**src/rtl/fir_pkg.sv**
```systemverilog
// Shared constants and arithmetic helpers for the FIR datapath and its output stage.
package fir_pkg;

    localparam int unsigned IN_W   = 16;
    localparam int unsigned COEF_W = 8;

    typedef struct packed {
        logic        sat;
        logic [31:0] val;
    } sat_res_t;

    function automatic int unsigned clog2(input int unsigned v);
        int unsigned r;
        r = 0;
        for (int i = 0; i < 32; i++) begin
            if ((64'd1 << i) < 64'(v)) begin
                r = 32'(i + 1);
            end
        end
        return r;
    endfunction

    // Round half toward +inf, arithmetic shift, then clip to a signed out_w-bit range.
    function automatic sat_res_t sat_round(input logic signed [31:0] acc,
                                           input int unsigned rshift,
                                           input int unsigned out_w);
        logic signed [32:0] ext;
        logic signed [32:0] rnd;
        logic signed [32:0] r;
        logic signed [32:0] hi;
        logic signed [32:0] lo;
        sat_res_t           res;
        ext = {acc[31], acc};
        rnd = '0;
        if (rshift != 0) begin
            rnd = 33'sd1 <<< (rshift - 1);
        end
        r   = (ext + rnd) >>> rshift;
        hi  = (33'sd1 <<< (out_w - 1)) - 33'sd1;
        lo  = -(33'sd1 <<< (out_w - 1));
        res.sat = 1'b0;
        res.val = 32'(r);
        if (r > hi) begin
            res.sat = 1'b1;
            res.val = 32'(hi);
        end else if (r < lo) begin
            res.sat = 1'b1;
            res.val = 32'(lo);
        end
        return res;
    endfunction

endpackage

```
**src/rtl/sync_fifo_fwft.sv**
```systemverilog
// Single-clock first-word-fall-through FIFO with a registered head word and occupancy.
module sync_fifo_fwft #(
    parameter int unsigned WIDTH = 8,
    parameter int unsigned DEPTH = 8
) (
    input  logic                                  Clk,
    input  logic                                  Rst,
    input  logic                                  wr_en,
    input  logic [WIDTH-1:0]                      wr_data,
    input  logic                                  rd_en,
    output logic [WIDTH-1:0]                      rd_data,
    output logic                                  empty,
    output logic                                  full,
    output logic [fir_pkg::clog2(DEPTH):0]        level
);
    import fir_pkg::*;

    localparam int unsigned AW = clog2(DEPTH);
    localparam int unsigned LW = AW + 1;

    logic [WIDTH-1:0] mem [DEPTH];
    logic [AW-1:0]    wr_ptr;
    logic [AW-1:0]    rd_ptr;
    logic [AW-1:0]    rd_ptr_nxt;
    logic [LW-1:0]    level_nxt;
    logic [LW-1:0]    after_pop;
    logic             push;
    logic             pop;

    // A full FIFO still accepts a write when the head leaves in the same cycle.
    always_comb begin
        pop        = rd_en && !empty;
        push       = wr_en && (!full || pop);
        rd_ptr_nxt = rd_ptr + AW'(pop);
        after_pop  = level - LW'(pop);
        level_nxt  = after_pop + LW'(push);
    end

    always_ff @(posedge Clk) begin
        if (!Rst && push) begin
            mem[wr_ptr] <= wr_data;
        end
    end

    // Head register: bypass the incoming word when it lands in an otherwise empty FIFO.
    always_ff @(posedge Clk) begin
        if (Rst) begin
            wr_ptr  <= '0;
            rd_ptr  <= '0;
            level   <= '0;
            empty   <= 1'b1;
            full    <= 1'b0;
            rd_data <= '0;
        end else begin
            wr_ptr <= wr_ptr + AW'(push);
            rd_ptr <= rd_ptr_nxt;
            level  <= level_nxt;
            empty  <= (level_nxt == '0);
            full   <= (level_nxt == LW'(DEPTH));
            if (level_nxt != '0) begin
                rd_data <= (after_pop == '0) ? wr_data : mem[rd_ptr_nxt];
            end
        end
    end

endmodule

```
**src/rtl/fir_decim_out.sv**
```systemverilog
// FIR output stage: block-sum decimation, rounding/saturation, and an overflow-flagged FWFT FIFO.
module fir_decim_out #(
    parameter int unsigned IN_W       = fir_pkg::IN_W,
    parameter int unsigned OUT_W      = 8,
    parameter int unsigned DECIM      = 4,
    parameter int unsigned RSHIFT     = 2,
    parameter int unsigned FIFO_DEPTH = 8
) (
    input  logic                                   Clk,
    input  logic                                   Rst,
    input  logic signed [IN_W-1:0]                 Yin,
    input  logic                                   Yin_valid,
    output logic signed [OUT_W-1:0]                Dout,
    output logic                                   Dout_valid,
    input  logic                                   Dout_ready,
    output logic                                   Sat,
    output logic                                   Ovf,
    input  logic                                   Clr_ovf,
    output logic [fir_pkg::clog2(FIFO_DEPTH):0]    Fifo_level
);
    import fir_pkg::*;

    localparam int unsigned PH_W  = clog2(DECIM);
    localparam int unsigned ACC_W = IN_W + PH_W;

    logic [PH_W-1:0]         phase;
    logic signed [ACC_W-1:0] acc;
    logic signed [ACC_W-1:0] dump_reg;
    logic                    dump_valid;
    logic signed [ACC_W-1:0] yin_ext;
    logic                    last_phase;
    sat_res_t                sr;
    logic [OUT_W-1:0]        res_val;
    logic                    fifo_empty;
    logic                    fifo_full;
    logic                    pop;
    logic                    drop;
    logic                    unused_sr_hi;

    always_comb begin
        yin_ext    = ACC_W'(Yin);
        last_phase = (phase == PH_W'(DECIM - 1));
    end

    // Group accumulation; invalid cycles freeze both phase and partial sum.
    always_ff @(posedge Clk) begin
        if (Rst) begin
            phase      <= '0;
            acc        <= '0;
            dump_reg   <= '0;
            dump_valid <= 1'b0;
        end else begin
            dump_valid <= 1'b0;
            if (Yin_valid) begin
                acc <= (phase == '0) ? yin_ext : acc + yin_ext;
                if (last_phase) begin
                    phase      <= '0;
                    dump_reg   <= acc + yin_ext;
                    dump_valid <= 1'b1;
                end else begin
                    phase <= phase + PH_W'(1);
                end
            end
        end
    end

    assign sr           = sat_round(32'(dump_reg), RSHIFT, OUT_W);
    assign res_val      = sr.val[OUT_W-1:0];
    assign unused_sr_hi = ^sr.val[31:OUT_W];

    sync_fifo_fwft #(
        .WIDTH (OUT_W),
        .DEPTH (FIFO_DEPTH)
    ) u_fifo (
        .Clk     (Clk),
        .Rst     (Rst),
        .wr_en   (dump_valid),
        .wr_data (res_val),
        .rd_en   (Dout_ready),
        .rd_data (Dout),
        .empty   (fifo_empty),
        .full    (fifo_full),
        .level   (Fifo_level)
    );

    assign Dout_valid = !fifo_empty;

    always_comb begin
        pop  = Dout_ready && !fifo_empty;
        drop = dump_valid && fifo_full && !pop;
    end

    // Sat reports clipping even for a dropped result; a drop outranks a clear.
    always_ff @(posedge Clk) begin
        if (Rst) begin
            Sat <= 1'b0;
            Ovf <= 1'b0;
        end else begin
            Sat <= dump_valid && sr.sat;
            if (drop) begin
                Ovf <= 1'b1;
            end else if (Clr_ovf) begin
                Ovf <= 1'b0;
            end
        end
    end

endmodule

```
**config.mk**
```make
export PLATFORM = sky130hd
export DESIGN_NAME = fir_decim_out
export DESIGN_NICKNAME = d
export VERILOG_FILES = /design/src/rtl/fir_pkg.sv /design/src/rtl/sync_fifo_fwft.sv /design/src/rtl/fir_decim_out.sv
export SDC_FILE = /design/constraint.sdc
export NUM_CORES = 1
export LEC_CHECK = 0
export BUFFER_PORTS_ARGS = -buffer_cell sky130_fd_sc_hd__buf_2
export CAP_MARGIN = 10
export CORE_MARGIN = 2
export CORE_UTILIZATION = 40
export CTS_BUF_LIST = sky130_fd_sc_hd__clkbuf_2 sky130_fd_sc_hd__clkbuf_4 sky130_fd_sc_hd__clkbuf_8
export CTS_CLUSTER_SIZE = 40
export DETAILED_ROUTE_END_ITERATION = 10
export PLACE_DENSITY = 0.66
export SYNTH_ARGS = -nofsm -noshare
export SYNTH_HDL_FRONTEND = slang
export SYNTH_SLANG_ARGS = --single-unit
```
**constraint.sdc**
```tcl
create_clock -name Clk -period 3.9 [get_ports Clk]
set_input_delay 0.585 -clock Clk [delete_from_list [all_inputs] [get_ports Clk]]
set_output_delay 0.585 -clock Clk [all_outputs]
set_load 0.005 [all_outputs]
```
==> flow_metrics.env, run 1 <==
export IMPL_die_x_um=129
export IMPL_period_share_pct=75.4
export IMPL_end_kind="flop"
export IMPL_grt_max_degree=53
export IMPL_seq_area_frac_synth_pct=50.2
export IMPL_async_reset_ff_share_pct=0
export IMPL_status="completed"
export IMPL_synth_seq_cells=124
export IMPL_synth_area_leaders="edfxtp_1, dfxtp_1, mux4_2, ha_1, nand2_1"
export IMPL_cts_max_level=4
export IMPL_worstMarginPinSlew_ps=1060
export IMPL_synth_fp_nets=642
export IMPL_dr_wl_met3_um=725
export IMPL_cp_arrival_ps=3190
export IMPL_post_cts_buffers=0
export IMPL_dieHeight_um=129
export IMPL_ys_warn_count=0
export IMPL_start_util_pct=40.9
export IMPL_drt_wl_total_um=13900
export IMPL_io_buffers=35
export IMPL_cts_hold_buf=0
export IMPL_post_cts_resized=0
export IMPL_vias=4527
export IMPL_synth_distinct_cells=54
export IMPL_clockBufferDepth=2
export IMPL_timing_rr_start="dump_reg[3]"
export IMPL_root_buffer="clkbuf_8"
export IMPL_fp_row_count=45
export IMPL_fin_skew_ps=8.77
export IMPL_utilization_pct=46.1
export IMPL_period_needed_ps=2940
export IMPL_nNetsFinal=674
export IMPL_grt_pass1_vias=4580
export IMPL_met1Wirelength_um=5840
export IMPL_tns_ps=0
export IMPL_peakVddDrop_v=0.000232
export IMPL_startpoint_type="flop"
export IMPL_synth_top_area_share_pct=30.9
export IMPL_grtUsageTotal_pct=18.2
export IMPL_numCtsBuffers=17
export IMPL_synth_area_per_cell_um2=10.5
export IMPL_path_clk_slew_ps=70
export IMPL_layout_drive_gt1_share_pct=15.2
export IMPL_io_pins=36
export IMPL_synth_edf_count=64
export IMPL_largest_reg_flops=64
export IMPL_r2r_slack_ps=960
export IMPL_timing_rr_end="u_fifo.mem[4][0]"
export IMPL_topRoutingLayerUsed="met4"
export IMPL_path_max_fanout=12
export IMPL_met2RoutedLength_um=7110
export IMPL_grt_pass1_wl_um=23200
export IMPL_powerDensity_nw_per_um2=526
export IMPL_yosysTopAreaCell="edfxtp_1"
export IMPL_clk_latency_ps=440
export IMPL_cts_tree="built"
export IMPL_ys_flop_type="edfxtp_1"
export IMPL_slew_viol_final=0
export IMPL_drc=0
export IMPL_hold_violations=0
export IMPL_place_congestion=0.869
export IMPL_setup_viol=0
export IMPL_drtIter0Drc=374
export IMPL_min_to="acc[11]"
export IMPL_cp_required_ps=4150
export IMPL_p_leak_nw=2.75
export IMPL_gr_total_overflow=0
export IMPL_antenna_cells=0
export IMPL_syn2layout_area_growth_pct=12.7
export IMPL_cap_viol_max_count=0
export IMPL_antenna_found_initial=0
export IMPL_via_per_inst=5.49
export IMPL_ant_nets=0
export IMPL_hold_path_class="input port to flop"
export IMPL_rsz0062_at_grt="no"
export IMPL_die_area_um2=16600
export IMPL_synth_area_um2=6220
export IMPL_max_freq_ghz=0.340
export IMPL_core_um2=15200
export IMPL_wl_per_cell_um=16.9
export IMPL_relSlewSlack_pct=29.4
export IMPL_first_pass_iters=5
export IMPL_worstSetupPathType="flop to flop"
export IMPL_min_from="Yin[11]"
export IMPL_reg2reg_depth=6
export IMPL_min_delay_path_depth=3
export IMPL_cts_sinks=124
export IMPL_dp_hpwl_um=9590
export IMPL_syn_inst=592
cells by family (layout without fill, tap and decap cells):
family / Yosys count / in the layout / synth area share (%)
mux: 27 / 27 / 7.56
flops: 124 / 124 / 50.2
xor+xnor: 31 / 31 / 4.37
buf+inv: 48 / 93 / 3.20
compound gates: 121 / 121 / 13.1
simple gates: 212 / 212 / 15.7
fa+ha+maj: 29 / 29 / 5.95
metrics by stage:
| step | power, W | std cells | setup WS [ps] | area [um^2] | hold slack, ps |
|---|---|---|---|---|---|
| 3_5_place_dp | 0.00241 | 792 | 656 | 6540 | 446 |
| 5_1_grt | 0.00388 | 825 | 696 | 7010 | 428 |
| 4_1_cts | 0.00371 | 824 | 936 | 7000 | 397 |
| 2_1_floorplan | 0.00217 | 592 | 1260 | 6220 | 448 |
| 6_report | 0.00369 | 825 | 960 | 7010 | 422 |
| 3_3_place_gp | 0.00238 | 792 | 688 | 6540 | 445 |
area by class of cell:
class | count | area, um^2
multi-input cells | 420 | 2900
inverters | 20 | 75.1
repair buffers | 41 | 218
well taps | 188 | 235
clock buffers | 20 | 263
clock inverters | 12 | 195
fillers | 1381 | 8200
flip-flops and latches | 124 | 3120
worst max-delay path: stages, from the launching register on:
cell and delay, ps:
dfxtp_1 440, and4_1 360, nand4_2 180, nor3_2 300, a21boi_1 360, a21oi_1 770
o21a_1 330
power breakdown:
part           leakage [nW]  switching (W)  internal, W  total (W)
registers              1.10      0.0000480      0.00145    0.00150
clock network         0.234       0.000518     0.000790    0.00131
logic                  1.42       0.000516     0.000367   0.000883
total                  2.75        0.00108      0.00261    0.00369
how the worst max path moves through the flow:
stage                 start                end  slack [ps]  cells after the start
2_1_floorplan    Dout_ready  u_fifo.rd_data[0]        1260                     11
3_3_place_gp     Dout_ready  u_fifo.rd_data[6]         690                     12
3_5_place_dp     Dout_ready  u_fifo.rd_data[4]         660                     12
4_1_cts        u_fifo.empty  u_fifo.rd_data[4]         940                     12
5_1_grt         dump_reg[3]   u_fifo.mem[1][4]         700                      7
6_report        dump_reg[3]   u_fifo.mem[4][0]         960                      6
metal layers:
layer | vias to the layer above | global-route usage [%]
met5 | - | 0
met4 | 0 | 6.27
met3 | 18 | 4.91
met2 | 130 | 31.5
met1 | 2155 | 22.0
li1 | 2224 | -
synthesized netlist by cell type, drive strengths merged (12+ instances only):
master and instances:
nor2b 12, o21ai 23, xnor2 21, a21oi 30
dfxtp 60, nor2 56, a211oi 12, edfxtp 64
nand3 14, clkbuf 19, mux4 16, nand2 86
ha 28, a31oi 13, inv 20
layout by cell type, fill, tap and decap left out, types with 4 or more instances in the layout:
cell        n
nand3_1    14
a311oi_1    6
clkbuf_8   18
o211ai_1    7
o21a_1      4
buf_2      36
and2_1      4
a31oi_1    13
dfxtp_1    60
a211oi_1   12
nor2b_1    12
mux2i_1    11
nand2_1    86
bufinv_16   5
a21oi_1    29
edfxtp_1   64
buf_4       5
xnor2_1    21
or3_1       4
inv_1      20
xor2_1     10
ha_1       28
a21o_1      7
o21ai_0    10
nor3_1      7
o21ai_1    13
nor2_1     56
a32oi_1     8
mux4_2     16
nand2b_1    5
nand4_1     5
clkinv_2    4
Note: power is estimated with default switching activity, not from simulation.
==> run 2, diff against run 1 <==
ABC_AREA = 1   (was unset)
clock period = 2.9 ns   (was 3.9 ns; I/O delays follow)
==> run 2 against run 1 <==
  * Worst setup slack got worse by 500 ps
  * First-iteration DRC count decreased by 20%
  * Combinational power up 74%
  * Core utilization grew 0.099 points
  * Hold slack lost 240 ps
  * Clock power rose by 8%
  * Sequential share of layout area fell by 1.9 points
  * Via count grew 17%
  * Cell count up 28%
  * Count of clock-buffer cells in the layout down 2
  * Sequential cell count did not move
  * Critical endpoint is now u_fifo.rd_data[6]
  * Largest cell class unchanged
==> flow_metrics.env, run 2 <==
export IMPL_io_buffers=35
export IMPL_cap_viol_max_count=0
export IMPL_worstSetupPathType="flop to flop"
export IMPL_clock_power_share_pct=28.1
export IMPL_root_buffer="clkbuf_8"
export IMPL_path_max_fanout=16
export IMPL_stdcell_count=1055
export IMPL_fp_row_count=46
export IMPL_synth_distinct_cells=42
export IMPL_grt_pass1_wl_um=24800
export IMPL_first_pass_iters=4
export IMPL_cp_required_ps=3230
export IMPL_crit_top_cell="nand2_1"
export IMPL_die_x_um=131
export IMPL_synth_xor_area_share_pct=2.18
export IMPL_drt_wl_total_um=15100
export IMPL_hold_violations=0
export IMPL_cpPeakStageDelay_ps=390
export IMPL_hold_path_class="input port to flop"
export IMPL_synthTopCellsByCount="nand2_1, nor2_1, inv_1"
export IMPL_grtUsageTotal_pct=19.0
export IMPL_drc=0
export IMPL_p_int_w=0.00323
export IMPL_p_leak_nw=3.04
export IMPL_gr_total_overflow=0
export IMPL_largest_reg_flops=64
export IMPL_drtIter0Drc=300
export IMPL_place_inst=1023
export IMPL_vias=5312
export IMPL_cpMaxStageDelayCell="nand2_1"
export IMPL_period_share_pct=84.2
export IMPL_synth_seq_cells=124
export IMPL_synth_area_um2=6440
export IMPL_synth_top_area_share_pct=29.8
export IMPL_synth_mux_area_share_pct=0.175
export IMPL_synth_simple_area_share_pct=21.8
export IMPL_swShare_pct=35.7
export IMPL_ant_nets=0
export IMPL_place_congestion=0.882
export IMPL_yosysTopAreaCell="edfxtp_1"
export IMPL_synth_most_common_cell="nand2_1"
export IMPL_synth_area_per_cell_um2=8.32
export IMPL_cts_max_level=4
export IMPL_wl_per_cell_um=14.3
export IMPL_fin_skew_ps=9.56
export IMPL_end_kind="flop"
export IMPL_pwr_share_seq_pct=41.1
export IMPL_peakVddDrop_v=0.000384
export IMPL_start_util_pct=40.7
export IMPL_syn2layout_area_growth_pct=13.5
export IMPL_synth_fp_nets=824
export IMPL_slew_viol_final=0
export IMPL_p_switching_w=0.00179
export IMPL_relSlewSlack_pct=31.7
export IMPL_post_cts_buffers=0
export IMPL_startpoint_type="flop"
export IMPL_clk_latency_ps=450
export IMPL_post_place_ws_ps=248
export IMPL_path_clk_slew_ps=80
export IMPL_die_area_um2=17100
export IMPL_dp_hpwl_um=10900
export IMPL_cts_tree="built"
export IMPL_numCtsBuffers=17
export IMPL_core_um2=15800
export IMPL_synth_edf_count=64
export IMPL_seq_area_frac_synth_pct=48.5
export IMPL_rsz0062_at_grt="no"
export IMPL_antenna_cells=0
export IMPL_clockBufferDepth=2
export IMPL_syn_inst=774
export IMPL_crit_chain="nor2_1 -> ha_1 -> ha_1 -> or2_1 -> nand2_1 -> inv_1 -> nand3_1 -> xor2_1 -> nand2_1 -> o21ai_0 -> inv_1 -> nand2_1 -> a21oi_1"
export IMPL_async_reset_ff_share_pct=0
export IMPL_final_cell_mix="nand2_1, nor2_1, inv_1"
export IMPL_status="completed"
export IMPL_period_needed_ps=2440
export IMPL_cp_arrival_ps=2770
export IMPL_powerDensity_nw_per_um2=687
export IMPL_ys_warn_count=0
export IMPL_antenna_found_initial=0
export IMPL_post_cts_resized=0
export IMPL_synthAdderAreaFrac_pct=5.75
export IMPL_worstMarginPinSlew_ps=1020
export IMPL_ys_flop_type="edfxtp_1"
export IMPL_via_per_inst=5.04
export IMPL_max_freq_ghz=0.409
export IMPL_grt_pass1_vias=5138
export IMPL_cts_sinks=124
export IMPL_cts_hold_buf=0
export IMPL_io_pins=36
export IMPL_combPwrFrac_pct=30.8
export IMPL_final_common_cell="nand2_1"
export IMPL_nNetsFinal=876
export IMPL_dieHeight_um=131
export IMPL_grt_max_degree=27
export IMPL_synth_top_family_by_area="simple AND/OR/NAND/NOR gates"
export IMPL_setup_viol=0
export IMPL_layout_drive_gt1_share_pct=13.6
export IMPL_tns_ps=0
export IMPL_synth_area_leaders="edfxtp_1, dfxtp_1, nand2_1, nor2_1, ha_1"
export IMPL_synth_compound_area_share_pct=15.5
export IMPL_setup_ws_ps=457
## run 2: cell types whose count changed in the layout (fill, tap and decap cells not counted), moves of 16 or more
cell and change:
nor2_1 +42, mux4_2 -16, o21ai_0 +60, inv_1 +56, nand2_1 +63, nand3_1 +25
## run 2: routing by layer
metal / part of all wire (%) / up-vias / GRT usage (%)
met2: 50 / 104 / 33.2
met1: 45 / 2441 / 22.4
met3: 3.4 / 26 / 4.44
li1: - / 2741 / -
met4: 2.1 / 0 / 8.14
met5: 0 / - / 0
## run 2: cell type report
type | count | area, um^2
multi-input combinational | 546 | 2920
tap | 216 | 270
fill | 1596 | 8520
inverter | 82 | 308
timing repair buffer | 55 | 325
sequential | 124 | 3120
clock buffer | 18 | 241
clock inverter | 14 | 120
## run 2: metrics by stage
step / hold slack (ps) / power [W] / area, um^2 / utilization, %
2_1_floorplan: 449 / 0.00316 / 6440 / -
3_3_place_gp: 457 / 0.00362 / 6950 / 43.9
3_5_place_dp: 462 / 0.00365 / 6950 / 43.9
4_1_cts: 155 / 0.00506 / 7310 / 46.2
5_1_grt: 152 / 0.00534 / 7310 / 46.2
6_report: 178 / 0.00502 / 7310 / 46.2
## run 2: logic make-up after synthesis
family | count (synthesis)
adder cells (fa/ha/maj) | 29
buffers and inverters | 104
multiplexers | 1
AND/OR/NAND/NOR | 327
XOR/XNOR | 16
flip-flops | 124
AO/OA/AOI/OAI | 173
## run 2: final timing paths
path | from | endpoint | slack [ps] | depth (start not counted)
min reg2reg | acc[13] | acc[13] | 470 | 2
max | u_fifo.empty | u_fifo.rd_data[6] | 460 | 13
min | Clr_ovf | Ovf | 180 | 2
max reg2reg | u_fifo.empty | u_fifo.rd_data[6] | 460 | 13
## run 2: power by group through the flow
stage / Combinational, W / Sequential, W / Clock [W]
6_report: 0.00154 / 0.00206 / 0.00141
5_1_grt: 0.00175 / 0.00208 / 0.00152
4_1_cts: 0.00155 / 0.00207 / 0.00145
3_5_place_dp: 0.00154 / 0.00211 / 0
3_3_place_gp: 0.00152 / 0.00211 / 0
2_1_floorplan: 0.00108 / 0.00208 / 0
## run 2: critical path, delay by kind of cell, from the launching register on
family | cells | cell delay [ps]
AO/OA/AOI/OAI | 2 | 240
XOR/XNOR | 1 | 290
adder cells (fa/ha/maj) | 2 | 390
buffers and inverters | 2 | 120
flip-flops | 1 | 360
AND/OR/NAND/NOR | 6 | 920
